==> src/rtl/f11_wbarb.sv <==
// f11_wbarb: two-master Wishbone arbiter (CPU = master 0, DMA = master 1)
// in front of a single slave port. Grants are registered and come from a
// three-state FSM. Slave-side signals are combinational muxes of the owner's
// inputs. A fair flag stops the DMA master from starving the CPU.
// Optional bus timeout: define F11_WBARB_TIMEOUT_EN to add a TMO_W-bit stall
// counter, an abort mask and the per-master err pulses. Without the macro
// the err outputs are tied low and an unacknowledged strobe waits forever.
module f11_wbarb #(
    parameter int TMO_W = 6
) (
    input  logic        wb_clk_i,
    input  logic        wb_rst_i,
    // CPU master
    input  logic        m0_cyc_i,
    input  logic        m0_stb_i,
    input  logic        m0_we_i,
    input  logic        m0_ios_i,
    input  logic [21:0] m0_adr_i,
    input  logic [1:0]  m0_sel_i,
    input  logic [15:0] m0_dat_i,
    // DMA master
    input  logic        m1_cyc_i,
    input  logic        m1_stb_i,
    input  logic        m1_we_i,
    input  logic [21:0] m1_adr_i,
    input  logic [1:0]  m1_sel_i,
    input  logic [15:0] m1_dat_i,
    // Master-side responses
    output logic        m0_gnt_o,
    output logic        m1_gnt_o,
    output logic        m0_ack_o,
    output logic        m1_ack_o,
    output logic        m0_err_o,
    output logic        m1_err_o,
    output logic [15:0] m_dat_o,
    // Slave port
    output logic        s_cyc_o,
    output logic        s_stb_o,
    output logic        s_we_o,
    output logic        s_ios_o,
    output logic [21:0] s_adr_o,
    output logic [1:0]  s_sel_o,
    output logic [15:0] s_dat_o,
    input  logic [15:0] s_dat_i,
    input  logic        s_ack_i
);

    typedef enum logic [1:0] {
        ST_IDLE = 2'd0,
        ST_CPU  = 2'd1,
        ST_DMA  = 2'd2
    } state_t;

    state_t      r_state;
    logic        r_fair;
    logic        r_m0_gnt;
    logic        r_m1_gnt;

    logic [1:0]  w_gnt;
    logic        w_own_cyc;
    logic        w_own_stb;
    logic        w_own_we;
    logic [21:0] w_own_adr;
    logic [1:0]  w_own_sel;
    logic [15:0] w_own_dat;
    logic        w_s_stb;
    logic        w_mask;
    logic [1:0]  w_err;
    logic [1:0]  w_ack;

    // Arbitration FSM; grants are registered alongside the state so they
    // never glitch and can never both be high.
    always_ff @(posedge wb_clk_i) begin
        if (wb_rst_i) begin
            r_state  <= ST_IDLE;
            r_fair   <= 1'b0;
            r_m0_gnt <= 1'b0;
            r_m1_gnt <= 1'b0;
        end else begin
            case (r_state)
                ST_IDLE: begin
                    if (m1_cyc_i && !r_fair) begin
                        r_state  <= ST_DMA;
                        r_m1_gnt <= 1'b1;
                    end else if (m0_cyc_i) begin
                        r_state  <= ST_CPU;
                        r_m0_gnt <= 1'b1;
                        r_fair   <= 1'b0;
                    end else if (m1_cyc_i) begin
                        r_state  <= ST_DMA;
                        r_m1_gnt <= 1'b1;
                    end
                end
                ST_CPU: begin
                    if (!m0_cyc_i) begin
                        r_state  <= ST_IDLE;
                        r_m0_gnt <= 1'b0;
                    end
                end
                ST_DMA: begin
                    if (!m1_cyc_i) begin
                        r_state  <= ST_IDLE;
                        r_m1_gnt <= 1'b0;
                        // CPU was kept waiting: it wins the next arbitration.
                        if (m0_cyc_i) begin
                            r_fair <= 1'b1;
                        end
                    end
                end
                default: begin
                    r_state  <= ST_IDLE;
                    r_m0_gnt <= 1'b0;
                    r_m1_gnt <= 1'b0;
                end
            endcase
        end
    end

    assign w_gnt = {r_m1_gnt, r_m0_gnt};

    // Owner mux: everything is zero while no master holds the bus.
    always_comb begin
        w_own_cyc = 1'b0;
        w_own_stb = 1'b0;
        w_own_we  = 1'b0;
        w_own_adr = '0;
        w_own_sel = '0;
        w_own_dat = '0;
        if (r_m0_gnt) begin
            w_own_cyc = m0_cyc_i;
            w_own_stb = m0_stb_i;
            w_own_we  = m0_we_i;
            w_own_adr = m0_adr_i;
            w_own_sel = m0_sel_i;
            w_own_dat = m0_dat_i;
        end else if (r_m1_gnt) begin
            w_own_cyc = m1_cyc_i;
            w_own_stb = m1_stb_i;
            w_own_we  = m1_we_i;
            w_own_adr = m1_adr_i;
            w_own_sel = m1_sel_i;
            w_own_dat = m1_dat_i;
        end
    end

    assign w_s_stb = w_own_stb & ~w_mask;

`ifdef F11_WBARB_TIMEOUT_EN
    localparam logic [TMO_W-1:0] TMO_ONE = {{(TMO_W-1){1'b0}}, 1'b1};
    localparam logic [TMO_W-1:0] TMO_MAX = '1;

    logic [TMO_W-1:0] r_tmo;
    logic [TMO_W-1:0] w_tmo_inc;
    logic             r_mask;
    logic [1:0]       r_err;

    assign w_tmo_inc = r_tmo + TMO_ONE;

    // Stall timer: counts unacknowledged strobe cycles; on expiry it aborts
    // the owner's strobe and pulses that owner's err for one cycle.
    always_ff @(posedge wb_clk_i) begin
        if (wb_rst_i) begin
            r_tmo  <= '0;
            r_mask <= 1'b0;
            r_err  <= '0;
        end else begin
            r_err <= '0;
            if (r_mask && !w_own_stb) begin
                r_mask <= 1'b0;
            end
            if ((r_state == ST_IDLE) || !w_s_stb || s_ack_i) begin
                r_tmo <= '0;
            end else if (w_tmo_inc == TMO_MAX) begin
                r_tmo  <= '0;
                r_mask <= 1'b1;
                r_err  <= w_gnt;
            end else begin
                r_tmo <= w_tmo_inc;
            end
        end
    end

    assign w_mask = r_mask;
    assign w_err  = r_err;
`else
    assign w_mask = 1'b0;
    assign w_err  = 2'b00;
`endif

    // Per-master acknowledge: only the owner, and only while strobing.
    generate
        for (genvar gi = 0; gi < 2; gi++) begin : g_ack
            assign w_ack[gi] = s_ack_i & w_gnt[gi] & w_s_stb;
        end
    endgenerate

    assign m0_gnt_o = r_m0_gnt;
    assign m1_gnt_o = r_m1_gnt;
    assign m0_ack_o = w_ack[0];
    assign m1_ack_o = w_ack[1];
    assign m0_err_o = w_err[0];
    assign m1_err_o = w_err[1];
    assign m_dat_o  = s_dat_i;

    assign s_cyc_o = w_own_cyc;
    assign s_stb_o = w_s_stb;
    assign s_we_o  = w_own_we;
    assign s_ios_o = r_m0_gnt & m0_ios_i;
    assign s_adr_o = w_own_adr;
    assign s_sel_o = w_own_sel;
    assign s_dat_o = w_own_dat;

endmodule
==> config.mk <==
export PLATFORM = sky130hd
export DESIGN_NAME = f11_wbarb
export DESIGN_NICKNAME = d
export VERILOG_FILES = /design/src/rtl/f11_wbarb.sv
export SDC_FILE = /design/constraint.sdc
export NUM_CORES = 1
export LEC_CHECK = 0
export CORE_MARGIN = 10
export CORE_UTILIZATION = 20
export DETAILED_ROUTE_END_ITERATION = 12
export PLACE_DENSITY = 0.95
export SLEW_MARGIN = 20
export SYNTH_ARGS = -nofsm -noshare
export SYNTH_HDL_FRONTEND = slang
export SYNTH_SLANG_ARGS = --single-unit
==> constraint.sdc <==
create_clock -name wb_clk_i -period 1.5 [get_ports wb_clk_i]
set_input_delay 0.225 -clock wb_clk_i [delete_from_list [all_inputs] [get_ports wb_clk_i]]
set_output_delay 0.225 -clock wb_clk_i [all_outputs]
set_load 0.03 [all_outputs]
==> results.sh <==
export IMPL_final_layout_size_suffix_gt1_frac=0.304
export IMPL_grt_overflow_total=0
export IMPL_num_io_pins=172
export IMPL_synthSimpleGateAreaFrac=0.0974
export IMPL_violations="negative setup slack"
export IMPL_yosysTopAreaCellShare=0.458
export IMPL_drtPass1Iterations=4
export IMPL_ir_drop_mv=0.569
export IMPL_drv_slew=0
export IMPL_p_int_mw=0.934
export IMPL_viasPerCell=4.57
export IMPL_synthFlopType="dfxtp_1"
export IMPL_setup_slack_ns=-0.0282
export IMPL_p_sw_mw=0.593
export IMPL_synthTopCellsByCount="43 x a22o_1, 22 x buf_4, 5 x buf_2, 5 x dfxtp_1"
export IMPL_clkTransAtPathRegs_ns=0.04
export IMPL_fmax_mhz=654
export IMPL_crit_arrival_ns=1.30
export IMPL_status="finished with violations"
export IMPL_synthXorXnorAreaFrac=0
export IMPL_grt_max_degree=27
export IMPL_syn_instance_count=100
export IMPL_regArea_um2=105
export IMPL_skew_ns=0.00211
export IMPL_antenna_found_initial=0
export IMPL_port_buffers=137
export IMPL_final_nets=334
export IMPL_synthAdderAreaFrac=0
export IMPL_hold_class="primary input to output pin"
export IMPL_clockPowerShare=0.168
export IMPL_synth_area_leaders="a22o_1 46%, buf_4 20%, dfxtp_1 12%, buf_2 3.0%, a21oi_1 1.8%"
export IMPL_coreArea_mm2=0.00400
export IMPL_finalInstanceArea_mm2=0.00234
export IMPL_ctsHtreeMaxLevel=1
export IMPL_ctsRootBufferMaster="clkbuf_8"
export IMPL_drv_cap=0
export IMPL_cp_max_fo=5
export IMPL_insertion_delay_ns=0.22
export IMPL_cts_buffers=3
export IMPL_synth_top_family_by_area="compound AO/OA/AOI/OAI gates"
export IMPL_rows=23
export IMPL_synth_most_common_cell="a22o_1"
export IMPL_startpoint_type="register"
export IMPL_finalSetupViolations=18
export IMPL_wl_per_cell_um=18.6
export IMPL_routed_wl_um=5150
export IMPL_synth_area_um2=822
export IMPL_whs_ns=0.450
export IMPL_synthArstFlopShare=0
export IMPL_hold_buffers=0
export IMPL_die_area_mm2=0.00707
export IMPL_dr_first_iter_drc_count=18
export IMPL_yosysWarnings=0
export IMPL_multi_input_area_um2=528
export IMPL_dr_total_vias=1265
export IMPL_ys_seq_elements=5
export IMPL_tns_ns=-0.178
export IMPL_p_per_area_mw_per_mm2=654
export IMPL_path_class="register to output pin"
export IMPL_grt_pass1_vias=1524
export IMPL_hold_violations=0
export IMPL_cts_sinks=5
export IMPL_utilization=0.584
export IMPL_synth_edf_count=0
export IMPL_setup_worst_path_end_class="output pin"
export IMPL_power_frac_seq=0.101
export IMPL_area_delta_synth_final_pct=184
export IMPL_start_util=0.206
export IMPL_required_ns=1.27
export IMPL_antenna_left=0
export IMPL_die_y_um=84.1
export IMPL_pwr_share_comb=0.732
export IMPL_fin_crit_sh=1.02
export IMPL_grt_usage=0.136
export IMPL_drc_errors=0
export IMPL_cts_tree="done"
export IMPL_postPlaceCellArea_mm2=0.00201
export IMPL_leakage_nw=1.02
export IMPL_fill_cells=352
export IMPL_num_antenna_cells=0
export IMPL_grt_pass1_wl_um=8060
export IMPL_dp_cells=264
export IMPL_rsz0062_at_grt="true"
export IMPL_dp_hpwl_um=4220
export IMPL_gp_congestion=0.743
export IMPL_synthMuxAreaShare=0
export IMPL_switching_share=0.388
export IMPL_synth_cell_type_count=20
export IMPL_period_needed_ns=1.53
export IMPL_pre_cts_slack_ns=-0.00552
export IMPL_synth_compound_area_share=0.518
export IMPL_die_x_um=84.1
export IMPL_synth_largest_area_cell="a22o_1"
export IMPL_seq_area_frac_synth=0.122
export IMPL_total_power_mw=1.53
export IMPL_cts_buffer_depth=2
export IMPL_final_cells=277
export IMPL_synth_avg_cell_area_um2=8.22
## logic make-up (layout without fill, tap and decap cells)
group | count (synthesis) | count (layout)
AO/OA/AOI/OAI | 50 | 50
buffers and inverters | 31 | 157
flip-flops | 5 | 5
AND/OR/NAND/NOR | 13 | 13
other | 1 | 2
## state kept, by name (all words and copies together) (netlist names)
name      flops
m0_gnt_o      1
r_state       2
r_fair        1
m1_gnt_o      1
## layout by cell type (no fill, tap or decap), types with 3 or more instances in the layout
cell type        instances
clkdlybuf4s50_1         89
a22o_1                  41
buf_6                   35
buf_4                   18
inv_1                    3
a21oi_1                  3
clkbuf_8                 3
buf_12                   3
dfxtp_1                  3
## worst max-delay path, cell delays in order, from the launching register on
cell	delay, ns
dfxtp_2	0.31
nor2b_4	0.13
buf_6	0.13
clkbuf_16	0.15
a22o_4	0.22
buf_12	0.13
## power by group through the flow
stage	clock network, mW	logic [mW]	registers (mW)
after floorplan	0	0.555	0.165
after global placement	0	0.954	0.158
after detailed placement	0	0.966	0.159
after CTS	0.257	1.11	0.153
after global routing	0.271	1.18	0.155
final	0.256	1.12	0.153
## routing by layer
layer,wire length [um],global-route usage,vias to the layer above,share of wire
met5,0,0,-,0
met4,31,0.0304,0,0.0060
met3,467,0.0527,6,0.091
met2,2910,0.267,69,0.56
met1,1740,0.129,566,0.34
li1,-,-,624,-
## path summary, 6_finish.rpt
| check | start | end | slack [ns] | cells past startpoint |
|---|---|---|---|---|
| setup / recovery | m1_gnt_o | s_dat_o[9] | -0.03 | 5 |
| hold / removal | s_dat_i[3] | m_dat_o[3] | 0.45 | 0 |
| setup reg to reg | m0_gnt_o | m0_gnt_o | 0.51 | 3 |
| hold reg to reg | r_state[1] | r_state[1] | 0.54 | 2 |
## what timing repair did
item,CTS,global route
cloned,2,1
buffers inserted,5,1
pin swaps,8,8
resized for setup,39,4
endpoints found under the hold margin,0,0
endpoints found under the setup margin,35,43
## area by class of cell
cell class	count	share of cell area
sequential	5	0.0450
timing repair buffer	150	0.678
clock buffer	4	0.0193
inverter	3	0.00482
tap	50	0.0268
multi-input combinational	65	0.226
Note: power is estimated with default switching activity, not from simulation.
